### src/rtl/req_shaper_pkg.sv
// Shared definitions for the request shaper: channel state encoding and
// client bit positions on the arbiter-facing buses.
package req_shaper_pkg;

    typedef enum logic [1:0] {
        IDLE   = 2'b00,
        ACTIVE = 2'b01,
        GAP    = 2'b10
    } chan_state_t;

    // Bit index of each client on req/done/ovf/tmo/start/clr,
    // matching the arbiter's request ordering.
    localparam int C1 = 2;
    localparam int C2 = 1;
    localparam int C3 = 0;

    localparam int NUM_CLIENTS = 3;

endpackage

### src/rtl/req_chan.sv
// One client channel: length FIFO, burst FSM, grant/wait counters and
// sticky overflow/starvation flags.
module req_chan
    import req_shaper_pkg::*;
#(
    parameter int LEN_W = 4,
    parameter int DEPTH = 4,
    parameter int TMO_W = 6
) (
    input  logic             clk,
    input  logic             reset,
    input  logic             start,
    input  logic [LEN_W-1:0] len,
    input  logic             grant,
    input  logic             clr,
    output logic             req,
    output logic             done,
    output logic             ovf,
    output logic             tmo
);

    localparam int AW = $clog2(DEPTH);
    localparam logic [LEN_W-1:0] CNT_ONE  = LEN_W'(1);
    localparam logic [TMO_W-1:0] WAIT_MAX = '1;

    logic [LEN_W-1:0] mem [DEPTH];
    logic [AW:0]      wr_ptr;
    logic [AW:0]      rd_ptr;
    logic             empty;
    logic             full;
    logic             pop;
    logic             push;
    logic             push_drop;
    logic [LEN_W-1:0] len_eff;

    chan_state_t      state_reg, state_next;
    logic [LEN_W-1:0] cnt_reg, cnt_next;
    logic [TMO_W-1:0] wait_reg, wait_next;
    logic             done_reg, done_next;
    logic             tmo_reg, tmo_set;
    logic             ovf_reg;

    // The extra pointer bit separates full from empty when the indices match.
    assign empty     = (wr_ptr == rd_ptr);
    assign full      = (wr_ptr[AW] != rd_ptr[AW]) && (wr_ptr[AW-1:0] == rd_ptr[AW-1:0]);
    assign pop       = (state_reg == IDLE) && !empty;
    // A pop in the same cycle frees a slot, so a push into a full FIFO is kept.
    assign push      = start && (!full || pop);
    assign push_drop = start && full && !pop;
    // A zero-length burst is treated as a single granted cycle.
    assign len_eff   = (len == '0) ? CNT_ONE : len;

    // FIFO pointer update.
    always_ff @(posedge clk or posedge reset) begin
        if (reset) begin
            wr_ptr <= '0;
            rd_ptr <= '0;
        end else begin
            if (push) wr_ptr <= wr_ptr + 1'b1;
            if (pop)  rd_ptr <= rd_ptr + 1'b1;
        end
    end

    // FIFO storage write; contents are only meaningful between the pointers.
    always_ff @(posedge clk) begin
        if (push) mem[wr_ptr[AW-1:0]] <= len_eff;
    end

    // Burst FSM next-state, counters and completion/starvation events.
    always_comb begin
        state_next = state_reg;
        cnt_next   = cnt_reg;
        wait_next  = wait_reg;
        done_next  = 1'b0;
        tmo_set    = 1'b0;
        case (state_reg)
            IDLE: begin
                if (!empty) begin
                    cnt_next   = mem[rd_ptr[AW-1:0]];
                    wait_next  = '0;
                    state_next = ACTIVE;
                end
            end
            ACTIVE: begin
                if (grant) begin
                    cnt_next  = cnt_reg - 1'b1;
                    wait_next = '0;
                    if (cnt_reg == CNT_ONE) begin
                        state_next = GAP;
                        done_next  = 1'b1;
                    end
                end else begin
                    wait_next = (wait_reg == WAIT_MAX) ? wait_reg : wait_reg + 1'b1;
                    tmo_set   = (wait_next == WAIT_MAX);
                end
            end
            GAP: begin
                // Grants here are stale; the arbiter still sees the dropped request.
                state_next = IDLE;
            end
            default: begin
                state_next = IDLE;
            end
        endcase
    end

    // FSM and counter registers.
    always_ff @(posedge clk or posedge reset) begin
        if (reset) begin
            state_reg <= IDLE;
            cnt_reg   <= '0;
            wait_reg  <= '0;
            done_reg  <= 1'b0;
        end else begin
            state_reg <= state_next;
            cnt_reg   <= cnt_next;
            wait_reg  <= wait_next;
            done_reg  <= done_next;
        end
    end

    // Sticky flags; a set event in the same cycle overrides a clear.
    always_ff @(posedge clk or posedge reset) begin
        if (reset) begin
            ovf_reg <= 1'b0;
            tmo_reg <= 1'b0;
        end else begin
            if (push_drop)  ovf_reg <= 1'b1;
            else if (clr)   ovf_reg <= 1'b0;
            if (tmo_set)    tmo_reg <= 1'b1;
            else if (clr)   tmo_reg <= 1'b0;
        end
    end

    assign req  = (state_reg == ACTIVE);
    assign done = done_reg;
    assign ovf  = ovf_reg;
    assign tmo  = tmo_reg;

endmodule

### src/rtl/req_shaper.sv
// Three-client request conditioning stage in front of the arbiter: one
// req_chan per client, with per-client signals packed into 3-bit buses.
module req_shaper
    import req_shaper_pkg::*;
#(
    parameter int LEN_W = 4,
    parameter int DEPTH = 4,
    parameter int TMO_W = 6
) (
    input  logic             clk,
    input  logic             reset,
    input  logic [2:0]       start,
    input  logic [LEN_W-1:0] len1,
    input  logic [LEN_W-1:0] len2,
    input  logic [LEN_W-1:0] len3,
    input  logic             g1,
    input  logic             g2,
    input  logic             g3,
    input  logic [2:0]       clr,
    output logic [2:0]       req,
    output logic [2:0]       done,
    output logic [2:0]       ovf,
    output logic [2:0]       tmo
);

    logic [LEN_W-1:0]       len_bus [NUM_CLIENTS];
    logic [NUM_CLIENTS-1:0] grant_bus;

    assign len_bus[C1]   = len1;
    assign len_bus[C2]   = len2;
    assign len_bus[C3]   = len3;
    assign grant_bus[C1] = g1;
    assign grant_bus[C2] = g2;
    assign grant_bus[C3] = g3;

    generate
        for (genvar gi = 0; gi < NUM_CLIENTS; gi++) begin : g_chan
            req_chan #(
                .LEN_W (LEN_W),
                .DEPTH (DEPTH),
                .TMO_W (TMO_W)
            ) u_chan (
                .clk   (clk),
                .reset (reset),
                .start (start[gi]),
                .len   (len_bus[gi]),
                .grant (grant_bus[gi]),
                .clr   (clr[gi]),
                .req   (req[gi]),
                .done  (done[gi]),
                .ovf   (ovf[gi]),
                .tmo   (tmo[gi])
            );
        end
    endgenerate

endmodule

### config.mk
export PLATFORM = sky130hd
export DESIGN_NAME = req_shaper
export DESIGN_NICKNAME = d
export VERILOG_FILES = /design/src/rtl/req_shaper_pkg.sv /design/src/rtl/req_chan.sv /design/src/rtl/req_shaper.sv
export SDC_FILE = /design/constraint.sdc
export NUM_CORES = 1
export LEC_CHECK = 0
export CELL_PAD_IN_SITES_DETAIL_PLACEMENT = 1
export CELL_PAD_IN_SITES_GLOBAL_PLACEMENT = 2
export CORE_ASPECT_RATIO = 1.4
export CORE_UTILIZATION = 44
export CTS_CLUSTER_DIAMETER = 150
export DETAILED_ROUTE_END_ITERATION = 8
export GPL_TIMING_DRIVEN = 1
export PLACE_DENSITY_LB_ADDON = 0.1
export SLEW_MARGIN = 20
export SYNTH_ARGS = -nofsm -noshare
export SYNTH_HDL_FRONTEND = slang
export SYNTH_SLANG_ARGS = --single-unit
### constraint.sdc
create_clock -name clk -period 6.5 [get_ports clk]
set_input_delay 1.625 -clock clk [delete_from_list [all_inputs] [get_ports clk]]
set_output_delay 1.625 -clock clk [all_outputs]
set_load 0.005 [all_outputs]
==> reports/metrics.yaml <==
route:
  drtAntennaViolNets: 0
  wl_per_cell_um: 17.6
  viasPerCell: 5.66
  drtPass1Iterations: 6
  drtIter0Drc: 150
  vias: 3588
  route.detailed.drc: 1
  wl_mm: 11.1
die:
  initial_core_util: 0.455
  core_area_um2: 12500
  rows: 48
  die_area_um2: 13400
  fp.dieH_um: 136
  die_x_um: 98.1
  io_pins: 35
yosys:
  synthesis.nets: 510
  syn_area_um2: 5680
  avgSynthCellArea_um2: 12.3
  synth_area_leaders: "dfrtp_1, edfxtp_1, ha_1"
  synthCells: 463
  ys_seq_area_frac: 0.531
  synth_edf_count: 48
  ys_ff_latch: 111
  yosys_warnings: 0
  synthFlopType: "dfrtp_1"
  synth_top_area_cell: "dfrtp_1"
  netlist.area_leader.share: 0.277
  async_flop_share: 0.568
  yosysUniqueCellTypes: 62
grt:
  grt_pass1_vias: 3893
  grt_pass1_wl_mm: 18.9
  grt.busiest_layer: "met2"
  grt_overflow: 0
  grt_max_degree: 56
  grt_usage: 0.184
  use_met1: 0.200
  antenna_found_initial: 0
  use_met2: 0.353
  met3_usage: 0.0329
outcome:
  violations: "DRC"
  outcome: "finished, violations left"
clock_tree:
  cts_buffers: 9
  cts_setup_buffers: 0
  cts_hold_buf: 0
  post_cts_resized: 0
  cts_tree: "done"
  clock-sinks: 111
  cts_max_level: 3
  clkSlewWorstSetupHoldPaths_ps: 70
  clkLatencyLatePin_ps: 350
  max-clock-path-buffers: 2
  root_buffer: "clkbuf_16"
critical_path:
  criticalPathCategory: "reg2out"
  reg2regPathDepth: 4
  end_kind: "output pin"
  crit_fanout: 8
  cp-start-kind: "flop"
  rr_startpoint: "g_chan[1].u_chan.rd_ptr[0]"
  r2r-end: "g_chan[1].u_chan.wr_ptr[2]"
  cp.arrival_ps: 1870
  reg2reg_slack_ps: 4610
  crit_required_ps: 4880
timing:
  finalCritPeriodShare: 0.538
  hold_violations: 0
  relSlewSlack: 0.492
  tightestPinTransition_ps: 762
  finalClockSkew_ps: 10.0
  min_period_ps: 3500
  setup_viol: 0
  rsz0062_at_grt: "false"
  timing.fmax_ghz: 0.286
  maxSlewViolCount: 0
  fin_setup_tns_ps: 0
  fin_ws_ps: 3000
finish:
  finalNetCount: 526
  finish.utilization: 0.512
  design_area_um2: 6390
  drive_gt1_frac: 0.0992
  n_antenna_cell: 0
  largest_reg_flops: 48
  syn2layout_area_growth_pct: 12.4
pwr:
  switching_share: 0.348
  switching_power_uw: 935
  p_leak_uw: 0.00256
  power.total_uw: 2690
  combPwrFrac: 0.337
  seqPwrFrac: 0.425
  power_density_nw_per_um2: 420
  ir_worst_vdd_v: 0.000180
  p_int_uw: 1750
  p_clk_frac: 0.238
worst_hold_path:
  holdPathStages: 1
  hold_start: "g_chan[1].u_chan.tmo"
  min_to: "g_chan[1].u_chan.tmo"
  hold_path.class: "reg2reg"
place:
  place_congestion: 0.740
  place_area_um2: 6040
  portBuffers: 34
  post-place-ws_ps: 2840
  dp_hpwl_mm: 8.32
run:
  drv_cap: 0
[layout make-up]
cell class	instances	area (um^2)
Timing Repair Buffer	35	348
Fill cell	1279	6100
Tap cell	150	188
Sequential cell	111	3020
Clock inverter	5	104
Clock buffer	11	243
Inverter	29	109
Multi-Input combinational cell	293	2380
[per-layer routing]
layer,wire [um],share of wire
met1,4460,0.40
met2,6200,0.56
met3,282,0.025
met4,194,0.017
met5,0,0
[metrics by stage]
stage	hold WS (ps)	std cells
global route	543	634
finish	504	634
CTS	510	634
global placement	475	618
detailed placement	486	618
floorplan	452	463
[worst max-delay path: stages, from the launching register on]
cell	delay, ps
dfrtp_1	510
nor2b_1	410
clkdlybuf4s50_1	610
[logic make-up (layout without fill, tap and decap cells)]
logic type / after synthesis / count (layout) / synth area share
multiplexers: 21 / 21 / 0.0700
AND/OR/NAND/NOR: 127 / 127 / 0.119
AO/OA/AOI/OAI: 96 / 96 / 0.131
flip-flops: 111 / 111 / 0.531
buffers and inverters: 59 / 80 / 0.0511
adder cells (fa/ha/maj): 24 / 24 / 0.0528
XOR/XNOR: 25 / 25 / 0.0451
[layout by cell type (no fill, tap or decap), types with 10 or more instances in the layout]
master | synthesis | final
edfxtp_1 | 48 | 48
nand2_1 | 24 | 24
nand3_1 | 11 | 11
nor3_1 | 11 | 10
and2_1 | 20 | 20
ha_1 | 24 | 24
xnor2_1 | 11 | 11
a21oi_1 | 18 | 18
inv_1 | 29 | 28
dfrtp_1 | 63 | 63
clkdlybuf4s50_1 | 0 | 34
o21ai_0 | 21 | 21
nor2_1 | 26 | 26
[how the worst max path moves through the flow]
stage / depth (start not counted) / end / slack (ps) / start
after floorplan: 1 / g_chan[0].u_chan.cnt_reg[0] / 3310 / reset
after global placement: 4 / g_chan[0].u_chan.tmo / 2960 / g3
after detailed placement: 4 / g_chan[0].u_chan.tmo / 2840 / g3
after CTS: 2 / req[1] / 2990 / g_chan[1].u_chan.state_reg[1]
after global routing: 2 / req[1] / 2890 / g_chan[1].u_chan.state_reg[1]
final: 2 / req[1] / 3000 / g_chan[1].u_chan.state_reg[1]
[power by group through the flow]
stage	Combinational (uW)	Clock [uW]	Sequential [uW]
5_1_grt	1020	681	1180
6_report	905	639	1140
3_5_place_dp	919	0	1160
4_1_cts	925	657	1150
3_3_place_gp	876	0	1150
2_1_floorplan	769	0	1080
[Yosys cell counts (all sizes together), types with 2 or more instances]
cell type and instances:
dfrtp 63, edfxtp 48, inv 29, nor2 26
ha 24, nand2 24, o21ai 22, and2 20
buf 19, a21oi 18, xnor2 16, mux4 12
clkbuf 11, nand3 11, nor3 11, a31oi 9
and3 9, xor2 9, a41oi 6, mux2 6
o22ai 6, or2 6, nand2b 5, a32o 4
mux2i 3, nor4bb 3, a211o 2, a211oi 2
a21boi 2, a221oi 2, a41o 2, and4b 2
nand4 2, nor3b 2, nor4b 2, o211ai 2
o21a 2, o221a 2, o2bb2ai 2, o31a 2
o31ai 2, o41ai 2
No activity file was read; power rests on OpenSTA's default activity.
